--- config.mk ---
export PLATFORM = sky130hd
export DESIGN_NAME = rr_arbiter4
export DESIGN_NICKNAME = d
export VERILOG_FILES = /design/src/rtl/rr_arbiter4.sv
export SDC_FILE = /design/constraint.sdc
export NUM_CORES = 1
export LEC_CHECK = 0
export CORE_AREA = 4 4 41 43
export CTS_CLUSTER_DIAMETER = 80
export DETAILED_ROUTE_END_ITERATION = 10
export DIE_AREA = 0 0 45 47
export DONT_BUFFER_PORTS = 1
export PLACE_DENSITY_LB_ADDON = 0.25
export SYNTH_ARGS = -nofsm -noshare
export SYNTH_HDL_FRONTEND = slang
export SYNTH_SLANG_ARGS = --single-unit
--- constraint.sdc ---
create_clock -name clk -period 2.7 [get_ports clk]
set_input_delay 0.27 -clock clk [delete_from_list [all_inputs] [get_ports clk]]
set_output_delay 0.27 -clock clk [all_outputs]
set_load 0.005 [all_outputs]
--- src/rtl/rr_arbiter4.sv ---
// Four-way round-robin arbiter with a registered one-hot grant, a per-grant hold
// limit and a mandatory idle bubble between owners.
module rr_arbiter4 #(
  parameter int MAX_HOLD = 8,
  parameter int CNT_W    = 4
) (
  input  logic       clk,
  input  logic       rst_n,
  input  logic [3:0] req,
  input  logic       done,
  output logic [3:0] gnt,
  output logic       busy,
  output logic       timeout
);

  typedef enum logic {IDLE, GRANT} state_t;

  state_t           state_q, state_d;
  logic [3:0]       gnt_q, gnt_d;
  logic             busy_q, busy_d;
  logic             timeout_q, timeout_d;
  logic [1:0]       ptr_q, ptr_d;
  logic [CNT_W-1:0] hold_q, hold_d;

  logic [7:0] rot;
  logic [1:0] offset;
  logic [1:0] winner;
  logic [1:0] owner;
  logic       rel_done, rel_drop, rel_limit;

  // Rotate the request vector so the pointer position lands on bit 0, then
  // pick the lowest set bit; winner is that offset added back onto the pointer.
  always_comb begin
    rot    = {req, req} >> ptr_q;
    offset = 2'd0;
    for (int i = 3; i >= 0; i--) begin
      if (rot[i]) offset = 2'(i);
    end
    winner = ptr_q + offset;
  end

  // gnt_q is one-hot while in GRANT, so a plain OR encoder yields the owner.
  assign owner = {gnt_q[3] | gnt_q[2], gnt_q[3] | gnt_q[1]};

  assign rel_done  = done;
  assign rel_drop  = ~req[owner];
  assign rel_limit = (hold_q == CNT_W'(MAX_HOLD - 1));

  always_comb begin
    state_d   = state_q;
    gnt_d     = gnt_q;
    busy_d    = busy_q;
    timeout_d = 1'b0;
    ptr_d     = ptr_q;
    hold_d    = hold_q;
    case (state_q)
      IDLE: begin
        if (req != 4'b0000) begin
          gnt_d   = 4'b0001 << winner;
          busy_d  = 1'b1;
          hold_d  = '0;
          state_d = GRANT;
        end
      end
      GRANT: begin
        if (rel_done || rel_drop || rel_limit) begin
          gnt_d     = 4'b0000;
          busy_d    = 1'b0;
          ptr_d     = owner + 2'd1;
          timeout_d = rel_limit & ~rel_done & ~rel_drop;
          state_d   = IDLE;
        end else begin
          hold_d = hold_q + CNT_W'(1);
        end
      end
      default: begin
        state_d = IDLE;
        gnt_d   = 4'b0000;
        busy_d  = 1'b0;
      end
    endcase
  end

  always_ff @(posedge clk or negedge rst_n) begin
    if (!rst_n) begin
      state_q   <= IDLE;
      gnt_q     <= 4'b0000;
      busy_q    <= 1'b0;
      timeout_q <= 1'b0;
      ptr_q     <= 2'd0;
      hold_q    <= '0;
    end else begin
      state_q   <= state_d;
      gnt_q     <= gnt_d;
      busy_q    <= busy_d;
      timeout_q <= timeout_d;
      ptr_q     <= ptr_d;
      hold_q    <= hold_d;
    end
  end

  assign gnt     = gnt_q;
  assign busy    = busy_q;
  assign timeout = timeout_q;

endmodule
# ---- Word level (Yosys, flattened, before mapping)
# Cells that the tools add are included.
dict set report totals {
  regBits 13
  latchBits 0
  ramBits 0
  rom_bits 0
  in_bits 7
  out_inout_bits 6
  elab_cells 49
  n_memories 0
}
dict set report classes {
  add_sub_neg 3
  multipliers 0
  div_mod_pow 0
  magnitude_cmp 1
  n_eq_ne 4
  n_shift 2
  n_mux 20
  bitwise_logic 7
  n_reduce_logical 6
}
# op n
set op_table {}
lappend op_table {{two-way mux 4 bit} 4}
lappend op_table {{one-hot mux 4 bit (2 select lines)} 2}
lappend op_table {{two-way mux 2 bit} 4}
lappend op_table {{>> shifter 8 x 2 -> 4 bit} 1}
lappend op_table {{two-way mux 1 bit} 7}
lappend op_table {{AND reduction 2 bit} 3}
lappend op_table {{adder 4 x 1 -> 4 bit, second input constant} 1}
lappend op_table {{== test 4 x 3 -> 1 bit, second input constant} 1}
lappend op_table {{!= test 2 bit, second input constant} 2}
lappend op_table {{one-hot mux 1 bit (2 select lines)} 2}
lappend op_table {{nonzero test 4 bit} 1}
lappend op_table {{left shift 1 x 2 -> 4 bit, first input constant} 1}
lappend op_table {{< comparator 2 x 3 -> 1 bit, second input constant} 1}
lappend op_table {{NOT 1 bit} 3}
lappend op_table {{adder 2 x 1 -> 2 bit, second input constant} 1}
lappend op_table {{adder 2 bit} 1}
lappend op_table {{AND 1 bit} 2}
lappend op_table {{binary-select mux 1 bit (select 2 bit)} 1}
lappend op_table {{logical OR 1 bit} 2}
lappend op_table {{!= test 2 x 1 -> 1 bit, second input constant} 1}
lappend op_table {{OR 1 bit} 2}

# ---- Depth between registers and ports, before layout
dict set report logic_depth {
  ltp_word 9
  ltp_mapped 9
  mapped_depth_nobuf 8
}

# ---- Worst setup path after synthesis
# OpenSTA, ideal clock, no wires.
dict set report synth_path {
  path_type {reg-to-reg}
  startpoint {register gnt_q[2], in the netlist gnt[2]}
  endpoint {register ptr_q[0]}
  arrival_ns 1.581
  t_required_ns 2.575
  setup_slack_ns 0.995
  stages_incl_launch_ff 6
  path_buffers 1
  path_cell_list {dfrtp_1 > mux2i_1 > a221oi_4 > a31o_2 > buf_4 > mux2_2}
}
dict set report synth_via {
  elab_chain_cells 7
}
# element line
set synth_rtl {}
lappend synth_rtl {{from (decl)} 19} ;# logic [3:0] gnt_q, gnt_d;
lappend synth_rtl {{from (signal assigned)} 94} ;# gnt_q <= gnt_d;
lappend synth_rtl {{OR 1 bit} 43} ;# assign owner = {gnt_q[3] | gnt_q[2], gnt_q[3] | gnt_q[1]};
lappend synth_rtl {{binary-select mux 1 bit (select 2 bit)} 46} ;# assign rel_drop = ~req[owner];
lappend synth_rtl {{two-way mux 1 bit (not written as such)} 46}
lappend synth_rtl {{NOT 1 bit} 46}
lappend synth_rtl {{logical OR 1 bit (2 in a row)} 66} ;# if (rel_done || rel_drop || rel_limit) begin
lappend synth_rtl {{AND reduction 2 bit (no line)} -}
lappend synth_rtl {{to (signal assigned)} 97} ;# ptr_q <= ptr_d;
lappend synth_rtl {{to (decl)} 22} ;# logic [1:0] ptr_q, ptr_d;
# Every way passes these cells. The select of a mux whose other input is x is not followed.
# A chain may end at the register's enable or synchronous reset.

# ---- Worst setup path after layout
dict set report layout_path {
  startpoint {register ptr_q[1]}
  endpoint {register gnt_q[2], in the netlist gnt[2]}
}
dict set report layout_via {
  elab_chain_cells 9
}
# element line
set layout_rtl {}
lappend layout_rtl {{>> shifter 8 x 2 -> 4 bit} 34} ;# rot = {req, req} >> ptr_q;
lappend layout_rtl {{two-way mux 2 bit (4 in a row)} 37} ;# if (rot[i]) offset = 2'(i);
lappend layout_rtl {{adder 2 bit (*)} 39} ;# winner = ptr_q + offset;
lappend layout_rtl {{left shift 1 x 2 -> 4 bit (*)} 59} ;# gnt_d = 4'b0001 << winner;
lappend layout_rtl {{two-way mux 4 bit (*)} 58} ;# if (req != 4'b0000) begin
lappend layout_rtl {{one-hot mux 4 bit (2 select lines) (*)} 56} ;# case (state_q)
# Mark *: on every way between the ends. The rest lies on a longest branch, timed or not. The select of a mux whose other input is x is not followed.

==> summary.txt <==
PD cells -> 957 nW/um^2
antenna violations before repair -> 0
CTS tree -> done
synthesized area per cell -> 9.64 sq um
Detailed Route WL -> 1610 um
Hold Vio Cnt, Final -> 0
Final GP Congestion -> 0.830
number of global-route vias before repair -> 651
num rows -> 13
highest-delay cell along the critical path -> dfrtp_1
critical path cell sequence -> nand2_1 -> a21oi_1 -> o22ai_1 -> o21a_1 -> ha_1 -> xor2_1 -> xor2_1 -> a32o_1
Worst EP required -> 2.86 ns
clk buf depth -> 2
synth warn -> 0
most common cell after layout, fill and taps aside -> dfrtp_1
Initial DRC Count -> 11
Critical path destination -> gnt[2]$_DFFE_PN0P_
Routed Antenna Nets -> 0
RSZ-0062 raised after global routing -> false
Yosys reg bits -> 13
Yosys cell types -> 36
Net Count, Synth -> 94
largest net degree at the start of global routing -> 14
FF-to-FF path depth -> 8
Worst Setup SP -> ptr_q[1]$_DFFE_PN0P_
critical path capture point type -> flip-flop
reg-to-reg startpoint -> ptr_q[1]$_DFFE_PN0P_
total gr overflow -> 0
Tcrit/Tclk final -> 0.705
Worst VDD drop -> 0.000620 V
Worst-path clk slew -> 0.08 ns
Top cell by count, worst path -> xor2_1
TritonCTS buffer count -> 3
pre-CTS WS -> 0.819 ns
post-synthesis cell count -> 85
CP Class -> flip-flop to flip-flop
Leak Pwr -> 0.338 nW
die width -> 45 um
max-cap violations -> 0
CP peak stage delay -> 0.48 ns
Clock Latency Late Sink -> 0.27 ns
worst slew pin tran -> 0.598 ns
most frequent cells in the layout -> dfrtp_1, nand2_1, nand3_1
CP Max Fanout -> 8
nets -> 96
Seq/Total Area, Yosys -> 0.397
I/O Pins -> 13
hold crit path type -> input port to flip-flop
Core ar. -> 1300 sq um
Total GRT Usage -> 0.182
Via-to-Cell Ratio -> 6.36
Slew Viols, Final -> 0
Setup Viol. Count Final -> 0
postcts setup bufs -> 0
count of buffers from port buffering -> 0
via count -> 642
Final Worst Setup Slack -> 0.795 ns
clk root buf -> clkbuf_4
starting density of the core -> 0.630
setup TNS -> 0 ns
Critical Path AT -> 2.07 ns
RR Endpoint -> gnt[2]$_DFFE_PN0P_
Worst Clk Skew -> 0.00451 ns
layout cells sized above 1 -> 0.128
clk sinks -> 13
CP Launch Type -> flip-flop
first-pass GRT wire length -> 2770 um
R2R Setup Slk -> 0.80 ns
Slew HR -> 0.600
hold buffers post-CTS -> 1
Die Ht -> 47 um
Final Critical Period -> 1.90 ns
Cell Area, Synth -> 820 sq um
Layout area overhead -> 3.82%
# diodes -> 0
First-pass DRT Iterations -> 4
HPWL after DPL -> 1200 um
DRC Markers -> 0
status -> complete, no violations
CTS resizes -> 0
die area -> 2120 sq um
WL per Instance -> 16.0 um
H-tree Lvls -> 1
Max Fclk -> 525 MHz
## metrics by stage
| stage | total power [mW] | hold slack [ns] | instance area [sq um] | cells | utilization |
|---|---|---|---|---|---|
| after floorplan | 0.633 | -0.0256 | 820 | 85 | - |
| after global placement | 0.675 | -0.0252 | 815 | 96 | 0.626 |
| after detailed placement | 0.692 | -0.0250 | 815 | 96 | 0.626 |
| after CTS | 0.814 | 0.199 | 851 | 101 | 0.654 |
| after global routing | 0.893 | 0.220 | 851 | 101 | 0.654 |
| final | 0.814 | 0.197 | 851 | 101 | 0.654 |
## where the power goes
group / total, mW / switching (mW) / leakage (nW) / internal, mW
Combinational: 0.351 / 0.195 / 0.155 / 0.156
Sequential: 0.344 / 0.0884 / 0.168 / 0.256
Clock: 0.119 / 0.0618 / 0.0150 / 0.0572
Total: 0.814 / 0.345 / 0.338 / 0.469
## state kept, by name, indices dropped and copies added, names as in the netlist
signal and count:
gnt 4, hold_q 4, ptr_q 2, busy 1, state_q 1, timeout 1
## critical path: cells and delay by family, from the launching register on
kind / cells / cell delay [ns]
compound gates: 4 / 0.65
flops: 1 / 0.48
xor+xnor: 2 / 0.40
fa+ha+maj: 1 / 0.19
simple gates: 1 / 0.08
## synth_stat cells, drive strengths merged
library cell  instances  share of area
o22ai                 1         0.0076
nand3b                1         0.0092
mux2                  2          0.027
a21oi                 3          0.018
ha                    2          0.031
nor2                  6          0.027
o311ai                1          0.020
mux2i                 1          0.012
nand3                 7          0.043
nor3b                 1         0.0092
o21a                  1         0.0092
a31o                  2          0.021
clkbuf                1         0.0046
o31ai                 1         0.0092
nand2                 8          0.037
nor3                  1         0.0061
a32o                  2          0.024
a22oi                 1         0.0092
nand2b                2          0.015
a31oi                 1         0.0076
nor2b                 2          0.015
nor4                  1         0.0076
inv                   4          0.018
dfrtp                13           0.40
a221oi                1          0.032
a311o                 1          0.012
or2                   1         0.0076
xnor2                 2          0.021
buf                   3          0.024
nor4b                 1          0.011
o21ai                 4          0.024
o211ai                2          0.018
xor2                  2          0.021
nand4                 3          0.041
## per-layer routing
layer / global-route usage / vias to the layer above / wire, um
li1: - / 319 / -
met1: 0.227 / 308 / 766
met2: 0.302 / 13 / 743
met3: 0.0575 / 2 / 92
met4: 0.0526 / 0 / 9
met5: 0 / - / 0
## how the worst min path moves through the flow
| stage | from | depth (start not counted) | slack, ns | endpoint |
|---|---|---|---|---|
| floorplan | rst_n | 0 | -0.03 | busy$_DFFE_PN0P_ |
| global placement | rst_n | 0 | -0.03 | timeout$_DFF_PN0_ |
| detailed placement | rst_n | 0 | -0.03 | timeout$_DFF_PN0_ |
| CTS | done | 3 | 0.20 | timeout$_DFF_PN0_ |
| global route | done | 3 | 0.22 | timeout$_DFF_PN0_ |
| finish | done | 3 | 0.20 | timeout$_DFF_PN0_ |
## area by class of cell
type,instances,area (sq um)
Fill cell,113,450
Inverter,4,15.0
Timing Repair Buffer,1,10.0
Clock buffer,4,26.3
Tap cell,15,18.8
Sequential cell,13,325
Multi-Input combinational cell,64,455
## logic make-up (layout without fill, tap and decap cells)
| group | after synthesis | in the layout | synth area share |
|---|---|---|---|
| AO/OA/AOI/OAI | 21 | 21 | 0.214 |
| flip-flops | 13 | 13 | 0.397 |
| buffers and inverters | 8 | 9 | 0.0473 |
| AND/OR/NAND/NOR | 34 | 34 | 0.229 |
| adder cells (fa/ha/maj) | 2 | 2 | 0.0305 |
| multiplexers | 3 | 3 | 0.0397 |
| XOR/XNOR | 4 | 4 | 0.0428 |
No activity file was read; power rests on OpenSTA's default activity.
